--- config.mk ---
export PLATFORM = sky130hd
export DESIGN_NAME = truth_table_capture
export DESIGN_NICKNAME = d
export VERILOG_FILES = /design/src/rtl/truth_table_capture.sv
export SDC_FILE = /design/constraint.sdc
export NUM_CORES = 1
export LEC_CHECK = 0
export BUFFER_PORTS_ARGS = -buffer_cell sky130_fd_sc_hd__buf_2
export CAP_MARGIN = 20
export CORE_ASPECT_RATIO = 1.4
export CORE_MARGIN = 2
export CORE_UTILIZATION = 57
export CTS_BUF_LIST = sky130_fd_sc_hd__clkbuf_8
export CTS_CLUSTER_SIZE = 30
export DETAILED_ROUTE_END_ITERATION = 10
export HOLD_SLACK_MARGIN = 0.15
export PLACE_DENSITY = 0.94
export SLEW_MARGIN = 20
export SYNTH_ARGS = -nofsm -noshare
export SYNTH_HDL_FRONTEND = slang
export SYNTH_SLANG_ARGS = --single-unit
export TNS_END_PERCENT = 30
--- constraint.sdc ---
create_clock -name clk -period 3.4 [get_ports clk]
set_input_delay 0.68 -clock clk [delete_from_list [all_inputs] [get_ports clk]]
set_output_delay 0.68 -clock clk [all_outputs]
set_load 0.05 [all_outputs]
--- src/rtl/truth_table_capture.sv ---
// truth_table_capture: sweeps every input pattern into a combinational function and checks the captured truth table against a golden one
module truth_table_capture #(
  parameter int N_IN   = 5,
  parameter int SETTLE = 1
) (
  input  logic                 clk,
  input  logic                 rst,
  input  logic                 start,
  input  logic [2**N_IN-1:0]   expected,
  input  logic                 f_in,
  output logic [N_IN-1:0]      stim,
  output logic                 busy,
  output logic                 done,
  output logic                 pass,
  output logic [2**N_IN-1:0]   tbl,
  output logic [N_IN:0]        mism_cnt,
  output logic [N_IN-1:0]      first_mism
);
  localparam int CW = SETTLE > 1 ? $clog2(SETTLE) : 1;
  typedef enum logic [1:0] {IDLE, RUN, FIN} state_t;
  state_t state, state_nxt;
  logic [CW-1:0] cnt;
  logic [2**N_IN-1:0] exp_q;
  logic samp, last, miss;
  logic [N_IN:0] mism_nxt;
  // state register
  always_ff @(posedge clk or posedge rst)
    if (rst) state <= IDLE;
    else state <= state_nxt;
  // next state, sample strobe and status outputs
  always_comb begin
    samp = state == RUN && cnt == CW'(SETTLE - 1);
    last = stim == N_IN'(2**N_IN - 1);
    miss = f_in != exp_q[stim];
    mism_nxt = mism_cnt + (N_IN + 1)'(miss);
    state_nxt = state == IDLE ? (start ? RUN : IDLE) :
                state == RUN  ? (samp && last ? FIN : RUN) : IDLE;
    busy = state == RUN;
    done = state == FIN;
  end
  // sweep datapath: pattern/settle counters, table capture and mismatch bookkeeping
  always_ff @(posedge clk or posedge rst)
    if (rst) begin
      exp_q <= '0;
      tbl <= '0;
      mism_cnt <= '0;
      first_mism <= '0;
      pass <= 1'b0;
      stim <= '0;
      cnt <= '0;
    end else if (state == IDLE && start) begin
      exp_q <= expected;
      tbl <= '0;
      mism_cnt <= '0;
      first_mism <= '0;
      pass <= 1'b0;
      stim <= '0;
      cnt <= '0;
    end else if (state == RUN) begin
      if (samp) begin
        tbl[stim] <= f_in;
        mism_cnt <= mism_nxt;
        if (miss && mism_cnt == '0) first_mism <= stim;
        if (last) begin
          stim <= '0;
          pass <= mism_nxt == '0;
        end else stim <= stim + 1'b1;
        cnt <= '0;
      end else cnt <= cnt + 1'b1;
    end
endmodule
## Word level (Yosys, flattened, before mapping)

Index checks and enable logic that the tools add are counted.

| operators by class | value |
|---|---|
| add/subtract/negate cells | 3 |
| order comparisons | 2 |
| eq/ne operators | 4 |
| mux-type cells | 30 |
| bitwise gates (word level) | 1 |
| reductions and logical operators | 15 |

Operator list:

| operator | number |
|---|---|
| 2-to-1 mux 32 bit | 3 |
| 2-to-1 mux 5 bit | 8 |
| bitwise mux 32 bit | 1 |
| 2-to-1 mux 6 bit | 3 |
| zero test 6 bit | 2 |
| 2-to-1 mux 1 bit | 10 |
| nonzero test 2 bit | 4 |
| adder 6 x 1 -> 6 bit | 1 |
| < comparator 5 x 6 -> 1 bit (second input constant) | 1 |
| 2-to-1 mux 2 bit | 3 |
| AND reduction 3 bit | 2 |
| adder 5 x 1 -> 5 bit (second input constant) | 1 |
| binary-select mux 1 bit (select 5 bit) | 1 |
| demux 1 bit (select 5 bit) | 1 |
| == test 5 bit (second input constant) | 1 |
| greater-or-equal comparator 5 x 1 -> 1 bit (second input constant) | 1 |
| logical AND 1 bit | 5 |
| == test 2 x 1 -> 1 bit (second input constant) | 1 |
| == test 2 bit (second input constant) | 1 |
| zero test 2 bit | 1 |
| AND reduction 2 bit | 1 |
| adder 1 bit (second input constant) | 1 |
| != test 1 bit | 1 |
| NOT 1 bit | 1 |

| storage, ports and cells | value |
|---|---|
| bits in registers | 84 |
| input port bits | 36 |
| output and inout port bits | 51 |
| word-level logic and storage cells | 63 |

## Logic depth before layout (Yosys ltp)

Gate-level depths: netlist of the first run.

| depth | value |
|---|---|
| depth after elaboration | 9 |
| depth in mapped cells | 14 |
| mapped depth without buffers | 12 |

## Worst setup path before layout of the first run

OpenSTA, ideal clock, no wires.

| timing | value |
|---|---|
| kind | register to register |
| from | register stim[1] |
| to | register pass |
| library setup time | 0.076 ns |
| data arrival time | 3.133 ns |
| data required time | 3.324 ns |
| slack | 0.190 ns |
| stages on the path, launching flop included | 14 |
| path buffers | 2 |
| period minus slack after synthesis | 3.210 ns |
| cells stage by stage | dfrtp_1 > buf_6 > buf_12 > mux2i_1 > o221ai_1 > a22oi_2 > o2111ai_2 > xor2_1 > ha_1 > ha_1 > nor4_1 > a31oi_1 > or4_1 > o21ai_1 |

| between the ends | value |
|---|---|
| cells in the longest elaborated chain, start to end | 9 |
| elaborated cells on any way between the ends | 12 |
| those cells by class | add/sub: 1; eq/ne: 2; mux: 6; reduce/logical: 3 |

Ends and longest elaborated chain:

| what | RTL line | text |
|---|---|---|
| start, declared | 11 | `output logic [N_IN-1:0] stim,` |
| start signal, assigned | 67 | `end else stim <= stim + 1'b1;` |
| binary-select mux 1 bit (select 5 bit) | 34 | `miss = f_in != exp_q[stim];` |
| 2-to-1 mux 1 bit (implied by the code) | 34 |  |
| != test 1 bit | 34 |  |
| adder 6 x 1 -> 6 bit | 35 | `mism_nxt = mism_cnt + (N_IN + 1)'(miss);` |
| zero test 6 bit | 66 | `pass <= mism_nxt == '0;` |
| 2-to-1 mux 1 bit | 64 | `if (last) begin` |
| 2-to-1 mux 1 bit | 60 | `if (samp) begin` |
| 2-to-1 mux 1 bit | 59 | `end else if (state == RUN) begin` |
| 2-to-1 mux 1 bit | 51 | `end else if (state == IDLE && start) begin` |
| end signal, assigned | 48 | `pass <= 1'b0;` |
| end signal, assigned | 56 | `pass <= 1'b0;` |
| end signal, assigned | 66 |  |
| end, declared | 14 | `output logic pass,` |

Parallel ways exist; a longest one is shown, timed or not. The select of a mux whose other input is x is not followed.
A chain may end at the register's enable or synchronous reset.

## Worst setup path after layout of the first run

Ends and elaborated chain as after synthesis.

==> summary.txt, run 1 <==
Slew headroom -> 58.0%
cts bufs inserted -> 9
count of cell types in the netlist -> 45
crit-path cells -> buf_12, mux2i_1, o221ai_1, a22oi_2, o2111ai_2, xor2_1, ha_1, ha_1, nor4_1, a31oi_1, or4_1, o21ai_1
Synth Warn # -> 0
Placement Cell Area -> 4650 um2
most used cell along the critical path -> ha_1
Iter 0 DRT Violations -> 359
Post-DP HPWL -> 7.08 mm
Required @ worst endpoint -> 3.69 ns
Slew Limit Fails -> 0
VDD IR max -> 0.000639 V
Tmin final -> 3.14 ns
grt ovf -> 0
Top Usage Layer GRT -> met2
Post-synth ARST share -> 100%
setup_tns -> 0 ns
adder-cell share of the synthesized area -> 2.10%
Synth Area in Simple Gates -> 15.9%
WL per Instance -> 17.3 um
post-synthesis mux area share -> 17.1%
die width -> 76.3 um
detailed-route wire length -> 9.99 mm
CP Class -> reg -> reg
nature of the critical path startpoint -> flip-flop
initial antenna violation count -> 0
Area Overhead vs Synth -> 17.6%
critical path's slowest cell -> or4_1
status -> finished clean
Vias per Instance -> 5.92
Worst Path Arrival -> 3.43 ns
GRT Util Overall -> 26.0%
Worst Max-Slew Pin Slew -> 0.628 ns
Power Dens Cells -> 1100 nW/um2
Seq/Total Area, Yosys -> 50.4%
GR Util met3 -> 5.57%
M2 GR Usage -> 44.4%
Pwr Total -> 5390 uW
Buf/Inv on CP -> 1
leakage power -> 0.00241 uW
PortBufs -> 86
routed vias -> 3408
first-pass iteration count of the detailed router -> 7
Worst Setup End Kind -> flip-flop
Skew-Pair Late Insertion Delay -> 0.36 ns
Mapped Area -> 4170 um2
GR Util met1 -> 31.0%
Final Core Density -> 69.8%
CTS tree -> yes
Root Buffer -> clkbuf_8
layout cells sized above 1 -> 31.2%
fin area -> 4910 um2
core area -> 7030 um2
Post-CTS Repair Setup Buffers -> 0
period utilization -> 92.4%
Synth Net Count -> 439
prevailing post-synth register cell -> dfrtp_1
Top-Level Pins -> 87
min-delay worst type -> in -> async
num rows -> 36
clock skew -> 0.0115 ns
Compound-Gate Fraction of Synth Area -> 9.78%
DRT antenna net count -> 0
die extent in y -> 105 um
Initial Utilization -> 59.4%
global-route wire length before repair -> 16.6 mm
unrepaired setup endpoints after global routing -> no
die area -> 8030 um2
synthesized instance count -> 396
clk slew on worst S/H paths -> 0.08 ns
fin nets -> 519
largest net degree at the start of global routing -> 45
CP max FO -> 13
syn_area_per_cell -> 10.5 um2
# diodes -> 0
H-tree depth -> 3
CP top delay family -> simple AND/OR/NAND/NOR gates
slowest stage delay, CP -> 0.48 ns
Clock Sinks -> 84
max cap viols -> 0
Max Fclk -> 318 MHz
DRC viols -> 0
Post-Synth XOR/XNOR Area -> 0.630%
FF+latch count, synth -> 84
largest family of logic cells by synthesized area -> multiplexers
global placement routability congestion -> 0.790
buffer depth of the longest clock path -> 2
vias in the first global route -> 3418
Final setup viols -> 0
Final Hold Fails -> 0
Post-synth EDFFs -> 0
per-layer routing:
| layer | vias to the layer above | wire length (um) |
|---|---|---|
| met5 | - | 0 |
| met2 | 139 | 5300 |
| met3 | 31 | 559 |
| li1 | 1552 | - |
| met1 | 1686 | 3750 |
| met4 | 0 | 372 |
state kept, by name (all words and copies together), names as in the netlist:
name,cells
exp_q,32
stim,5
state,2
mism_cnt,6
pass,1
first_mism,5
cnt,1
tbl,32
power by group:
group	total, uW	switching [uW]	internal [uW]
Clock	867	342	524
Combinational	2680	1770	907
Sequential	1850	405	1440
Total	5390	2520	2870
per-stage QoR:
stage,instances,worst slack (ns),hold WS [ns]
after floorplan,396,0.190,0.457
after global placement,560,0.342,0.470
after detailed placement,560,0.228,0.488
after CTS,576,0.177,0.304
after global routing,576,0.0193,0.321
final,576,0.259,0.299
kinds of logic (layout without fill, tap and decap cells):
family / count (synthesis) / in the layout
xor gates and xnor gates: 3 / 3
DFF: 84 / 84
and+or+nand+nor: 137 / 137
adders and majority gates: 7 / 7
buffers and inverters: 31 / 116
AOI/OAI and AO/OA: 68 / 68
muxes: 66 / 66
cell type report:
type	instances	area [um2]
Clock inverter	5	98.8
Multi-Input combinational cell	281	1900
Tap cell	95	119
Clock buffer	11	151
Timing Repair Buffer	94	503
Sequential cell	84	2110
Fill cell	518	2120
Inverter	6	23.8
synthesized netlist by cell type (all sizes together) (2+ instances only):
cell type / count / area [um2]
xor2: 3 / 26.3
nor4b: 2 / 17.5
a31oi: 2 / 12.5
nand3b: 4 / 30.0
nor3: 5 / 25.0
clkbuf: 14 / 56.3
mux2i: 31 / 310
or3: 3 / 18.8
and3: 2 / 12.5
a21oi: 21 / 105
ha: 7 / 87.6
nor3b: 2 / 20.0
nor4: 3 / 18.8
nand2b: 6 / 37.5
nor2b: 4 / 25.0
o31ai: 3 / 27.5
mux2: 35 / 402
buf: 11 / 93.8
and2: 2 / 12.5
dfrtp: 84 / 2100
inv: 6 / 22.5
a22o: 4 / 36.3
nor2: 42 / 158
or3b: 3 / 26.3
nand3: 20 / 100
o21ai: 31 / 155
nand2: 35 / 131
o221ai: 5 / 43.8
repair_timing:
| item | 4_1_cts | 5_1_grt |
|---|---|---|
| endpoints found under the hold margin | 0 | 0 |
| hold buffers | 0 | 0 |
| resized for setup | 0 | 5 |
| endpoints found under the setup margin | 0 | 1 |
placed cells by master, fill, tap and decap left out, types with 4 or more instances in the layout:
cell	count
a21oi_1	21
mux2i_1	31
inv_1	4
o221ai_1	5
mux2_1	7
o21ai_1	7
nor3_1	5
nand2b_1	6
clkbuf_8	11
buf_4	7
buf_2	86
nand3b_1	4
nor2_1	42
mux2_2	26
dfrtp_1	79
o21ai_0	24
nand3_1	20
dfrtp_2	5
ha_1	7
nand2_1	35
nor2b_1	4
worst paths after layout:
path                          endpoint  cells after the start      start  slack (ns)
max in group asynchronous      stim[1]                      3        rst        2.36
hold / removal             mism_cnt[0]                      2        rst        0.30
setup reg to reg                  pass                     12    stim[1]        0.26
setup / recovery                  pass                     12    stim[1]        0.26
hold reg to reg              exp_q[17]                      1  exp_q[17]        0.51
min in group clk             exp_q[17]                      1  exp_q[17]        0.51
(Power assumes the default switching activity.)
==> run 2, diff against run 1 <==
GPL_TIMING_DRIVEN = 0   (was default)
==> run 2 against run 1 <==
Worst hold slack got worse by 0.024 ns. Critical path depth rose by 1. Setup slack lost 0.12 ns. Register-to-register slack got worse by 0.12 ns. Final cell count up 3.3%. Clock skew increased by 0.0033 ns. Via count rose by 3.5%. Maximum frequency decreased by 3.6%. Wire length grew 1.3%. Largest cell class unchanged.
==> summary.txt, run 2 (same netlist as run 1, synthesis figures left out) <==
most common cell after layout, fill and taps aside -> buf_2
Top Usage Layer GRT -> met2
Vias per Instance -> 5.93 (+0.19%)
Sequential Area -> 2100 um2 (-0.24%)
Worst Path Arrival -> 3.55 ns (+0.12 ns)
min-delay worst type -> in -> async
GRT Util Overall -> 26.2% (+0.19 points)
VDD IR max -> 0.000570 V (-11%)
largest net degree at the start of global routing -> 63 (+40%)
GR Util met3 -> 5.39% (-0.17 points)
fill count -> 510 (-1.5%)
die area -> 8030 um2 (unchanged)
reg-to-reg slack, setup -> 0.14 ns (-0.12 ns)
Initial Utilization -> 59.4% (unchanged)
setup_tns -> 0 ns (unchanged)
period utilization -> 95.8% (+3.4 points)
M2 GR Usage -> 45.1% (+0.63 points)
detailed-route wire length -> 10.1 mm (+1.3%)
Post-DP HPWL -> 7.17 mm (+1.2%)
Place WS -> 0.182 ns (-0.0464 ns)
WL per Instance -> 17.0 um (-1.9%)
setup ws final -> 0.142 ns (-0.117 ns)
Skew-Pair Late Insertion Delay -> 0.36 ns (about the same)
Slew Limit Fails -> 0 (unchanged)
global placement routability congestion -> 0.840 (+6.4%)
R2R Path Start -> stim[1]
max cap viols -> 0 (unchanged)
PortBufs -> 85 (-1.2%)
most frequent cells in the layout -> buf_2, dfrtp_1, nor2_1
Final Hold Fails -> 0 (unchanged)
num rows -> 36 (unchanged)
fin nets -> 538 (+3.7%)
Worst Setup End Kind -> flip-flop
die extent in y -> 105 um (unchanged)
core area -> 7030 um2 (unchanged)
Tmin final -> 3.26 ns (+0.117 ns)
Final setup viols -> 0 (unchanged)
die width -> 76.3 um (unchanged)
crit-path cells -> buf_8, buf_12, mux2i_1, o221ai_1, a22oi_2, o2111ai_2, xor2_1, ha_1, ha_1, nor4_2, a31oi_1, or4_1, o21ai_1
Max Fclk -> 307 MHz (-3.6%)
H-tree depth -> 3 (unchanged)
Clock Sinks -> 84 (unchanged)
Required @ worst endpoint -> 3.69 ns (about the same)
# diodes -> 0 (unchanged)
initial antenna violation count -> 0 (unchanged)
DRT antenna net count -> 0 (unchanged)
r2r endpoint -> pass
Worst Reg2Reg Path Length in Cells -> 13 (+1)
Slew headroom -> 54.4% (-3.6 points)
buffer depth of the longest clock path -> 2 (unchanged)
Root Buffer -> clkbuf_8
most used cell along the critical path -> ha_1
Top-Level Pins -> 87 (unchanged)
CP max FO -> 10 (-3)
Power Dens Cells -> 1090 nW/um2 (-1.0%)
leakage power -> 0.00246 uW (+2.1%)
cts bufs inserted -> 9 (unchanged)
cts hold-fix bufs -> 0 (unchanged)
Hold WS -> 0.274 ns (-0.0243 ns)
vias in the first global route -> 3466 (+1.4%)
first-pass iteration count of the detailed router -> 7 (unchanged)
grt ovf -> 0 (unchanged)
CP Class -> reg -> reg
status -> finished clean
critical path's slowest cell -> or4_1
clock skew -> 0.0149 ns (+0.00333 ns)
routed vias -> 3527 (+3.5%)
area of the multi-input gates -> 1900 um2 (unchanged)
DRC viols -> 0 (unchanged)
Largest regs -> exp_q (32), tbl (32), mism_cnt (6)
Pwr Total -> 5450 uW (+1.0%)
global-route wire length before repair -> 16.5 mm (-0.21%)
nature of the critical path startpoint -> flip-flop
CTS tree -> yes
slowest stage delay, CP -> 0.50 ns (+0.02 ns)
clk slew on worst S/H paths -> 0.08 ns (about the same)
Area Overhead vs Synth -> 20.1%
Iter 0 DRT Violations -> 295 (-18%)
GR Util met1 -> 30.5% (-0.53 points)
Worst Max-Slew Pin Slew -> 0.682 ns (+0.0533 ns)
layout cells sized above 1 -> 30.6% (-0.59 points)
==> run 2: stage by stage <==
step / cells / instance area, um2 / util, %
2_1_floorplan: 396 / 4170 / -
3_3_place_gp: 576 / 4720 / 67.1
3_5_place_dp: 577 / 4750 / 67.5
4_1_cts: 593 / 4980 / 70.9
5_1_grt: 595 / 5010 / 71.3
6_report: 595 / 5010 / 71.3
==> run 2: metal layers <==
| metal | part of all wire, % | up-vias |
|---|---|---|
| met4 | 3.8 | 0 |
| met5 | 0 | - |
| met3 | 5.5 | 37 |
| met1 | 38 | 1727 |
| met2 | 53 | 174 |
| li1 | - | 1589 |
==> run 2: worst max-delay path: cells and delay by family, from the launching register on <==
family / cells / cell delay, ns
buffers and inverters: 2 / 0.32
DFF: 1 / 0.40
and+or+nand+nor: 2 / 0.82
muxes: 1 / 0.22
xor gates and xnor gates: 1 / 0.18
adders and majority gates: 2 / 0.48
AOI/OAI and AO/OA: 5 / 0.75
==> run 2: worst max-delay path by stage <==
stage	to	slack, ns	depth (start not counted)	from
CTS	pass	0.15	13	stim[1]
global route	pass	-0.07	13	stim[1]
floorplan	pass	0.19	13	stim[1]
detailed placement	pass	0.18	13	stim[1]
global placement	exp_q[28]	-0.24	2	rst
finish	pass	0.14	13	stim[1]
==> run 2: cell type report <==
type | count | share of cell area, %
buffer | 25 | 3.07
sequential | 84 | 42.0
inverter | 6 | 0.500
multi-input combinational | 281 | 38.0
tap | 95 | 2.37
clock inverter | 4 | 1.42
timing repair buffer | 88 | 9.34
clock buffer | 12 | 3.30
==> run 2: repair_timing <==
item                                    4_1_cts  5_1_grt
buffers inserted                              0        2
endpoints found under the setup margin        0        1
resized for setup                             0        3
==> run 2: power by group <==
part / switching (uW) / internal [uW] / total (uW)
Sequential: 298 / 1440 / 1730
Clock: 348 / 471 / 820
Combinational: 1920 / 974 / 2890
==> run 3, diff against run 2 <==
ABC_AREA = 0   (was default)
PLACE_DENSITY = default   (was 0.94)
PLACE_DENSITY_LB_ADDON = 0.05   (was default)
==> run 3 against run 2 <==
Sequential cell count is the same. Highest routed layer unchanged. Register-to-register slack worse by 0.02 ns. Via count fell by 5.3%. First-iteration DRC count shrank 33%. Maximum frequency fell by 0.64%. Final cell count is 0.17% lower. Combinational power hardly changed. Largest cell class unchanged. Final area is essentially flat.
==> summary.txt, run 3 (same netlist as run 1, synthesis figures left out) <==
status -> finished clean
fin area -> 5010 um2 (about the same)
period utilization -> 96.4% (+0.62 points)
Tmin final -> 3.28 ns (+0.0211 ns)
Root Buffer -> clkbuf_8
cts bufs inserted -> 9 (unchanged)
setup_tns -> 0 ns (unchanged)
Top-Level Pins -> 87 (unchanged)
initial antenna violation count -> 0 (unchanged)
Post-DP HPWL -> 7.07 mm (-1.4%)
unrepaired setup endpoints after global routing -> no
die width -> 76.3 um (unchanged)
Max Fclk -> 305 MHz (-0.64%)
CP max FO -> 10 (unchanged)
layout cells sized above 1 -> 30.9% (+0.26 points)
Worst Path Arrival -> 3.56 ns (about the same)
Final Hold Fails -> 0 (unchanged)
global-route wire length before repair -> 15.8 mm (-4.2%)
Largest regs -> exp_q (32), tbl (32), mism_cnt (6)
most frequent cells in the layout -> buf_2, dfrtp_1, nor2_1
Initial Utilization -> 59.4% (unchanged)
leakage power -> 0.00245 uW (-0.35%)
fin nets -> 537 (-0.19%)
H-tree depth -> 3 (unchanged)
WL per Instance -> 16.2 um (-4.8%)
CTS tree -> yes
DRC viols -> 0 (unchanged)
vias in the first global route -> 3331 (-3.9%)
Skew-Pair Late Insertion Delay -> 0.36 ns (about the same)
Vias per Instance -> 5.62 (-5.1%)
core area -> 7030 um2 (unchanged)
nature of the critical path startpoint -> flip-flop
DRT antenna net count -> 0 (unchanged)
setup ws final -> 0.121 ns (-0.0211 ns)
Power Dens Cells -> 1080 nW/um2 (-0.65%)
clk slew on worst S/H paths -> 0.08 ns (about the same)
fill count -> 556 (+9.0%)
CP Class -> reg -> reg
most common cell after layout, fill and taps aside -> buf_2
area of the multi-input gates -> 1910 um2 (+0.33%)
Place WS -> 0.0818 ns (-0.100 ns)
r2r endpoint -> pass
Sequential Area -> 2100 um2 (unchanged)
grt ovf -> 0 (unchanged)
Worst Reg2Reg Path Length in Cells -> 13 (unchanged)
min-delay worst type -> in -> async
num rows -> 36 (unchanged)
Worst Setup End Kind -> flip-flop
first-pass iteration count of the detailed router -> 5 (-2)
clock skew -> 0.0107 ns (-0.00421 ns)
routed vias -> 3340 (-5.3%)
Slew Limit Fails -> 0 (unchanged)
die area -> 8030 um2 (unchanged)
Hold WS -> 0.305 ns (+0.0303 ns)
Required @ worst endpoint -> 3.68 ns (about the same)
buffer depth of the longest clock path -> 2 (unchanged)
Placement Cell Area -> 4750 um2 (unchanged)
Slew headroom -> 54.6% (+0.21 points)
VDD IR max -> 0.000523 V (-8.2%)
cell count after placement -> 577 (unchanged)
Iter 0 DRT Violations -> 197 (-33%)
Clock Sinks -> 84 (unchanged)
GRT Util Overall -> 25.1% (-1.1 points)
R2R Path Start -> stim[1]
Final Non-Filler Cells -> 594 (-0.17%)
max cap viols -> 0 (unchanged)
Area Overhead vs Synth -> 20.0% (about the same)
die extent in y -> 105 um (unchanged)
largest net degree at the start of global routing -> 57 (-9.5%)
cts hold-fix bufs -> 0 (unchanged)
detailed-route wire length -> 9.61 mm (-5.0%)
Worst Max-Slew Pin Slew -> 0.679 ns (-0.00314 ns)
# diodes -> 0 (unchanged)
reg-to-reg slack, setup -> 0.12 ns (-0.02 ns)
PortBufs -> 85 (unchanged)
global placement routability congestion -> 0.831 (-1.0%)
Final setup viols -> 0 (unchanged)
run 3: cell count changes in the layout (fill, tap and decap cells not counted), sizes merged:
cell  previous run  this run
buf             99        98
run 3: worst max-delay path: stages, from the launching register on:
cell and delay (ns):
dfrtp_2 0.42, buf_8 0.18, buf_12 0.16, mux2i_1 0.24
o221ai_1 0.18, a22oi_2 0.18, o2111ai_2 0.22, xor2_1 0.20
ha_1 0.23, ha_2 0.21, nor4_2 0.28, a31oi_1 0.07
or4_1 0.50, o21ai_1 0.13
run 3: timing repair:
item | in CTS | in global routing
setup buffers | 0 | 1
setup endpoints to repair | 0 | 1
gates resized for setup | 0 | 5
run 3: routing by layer:
layer | GRT usage, % | vias to the layer above | share of wire, %
met2 | 46.2 | 110 | 53
met4 | 11.2 | 0 | 2.9
met3 | 5.05 | 24 | 4.2
met5 | 0 | - | 0
li1 | - | 1594 | -
met1 | 27.5 | 1612 | 40
run 3: per-stage QoR:
stage / util, % / total power [uW]
2_1_floorplan: - / 3860
3_3_place_gp: 67.1 / 4470
3_5_place_dp: 67.5 / 4570
4_1_cts: 70.9 / 5390
5_1_grt: 71.3 / 5730
6_report: 71.3 / 5410
run 3: how the worst max path moves through the flow:
stage | startpoint | endpoint
6_report | stim[1] | pass
5_1_grt | stim[1] | pass
2_1_floorplan | stim[1] | pass
4_1_cts | stim[1] | pass
3_3_place_gp | rst | tbl[27]
3_5_place_dp | stim[1] | pass
run 3: report_power, final:
group          switching, uW  total, uW  internal [uW]
Sequential               282       1720           1440
Clock                    348        819            471
Combinational           1890       2870            981
Total                   2520       5410           2890
run 3: final cells by class:
type	count	area share, %
well taps	95	2.37
multi-input cells	281	38.1
inverters	6	0.500
flip-flops and latches	84	42.0
plain buffers	25	3.07
clock inverters	4	1.42
clock buffers	12	3.30
repair buffers	87	9.20
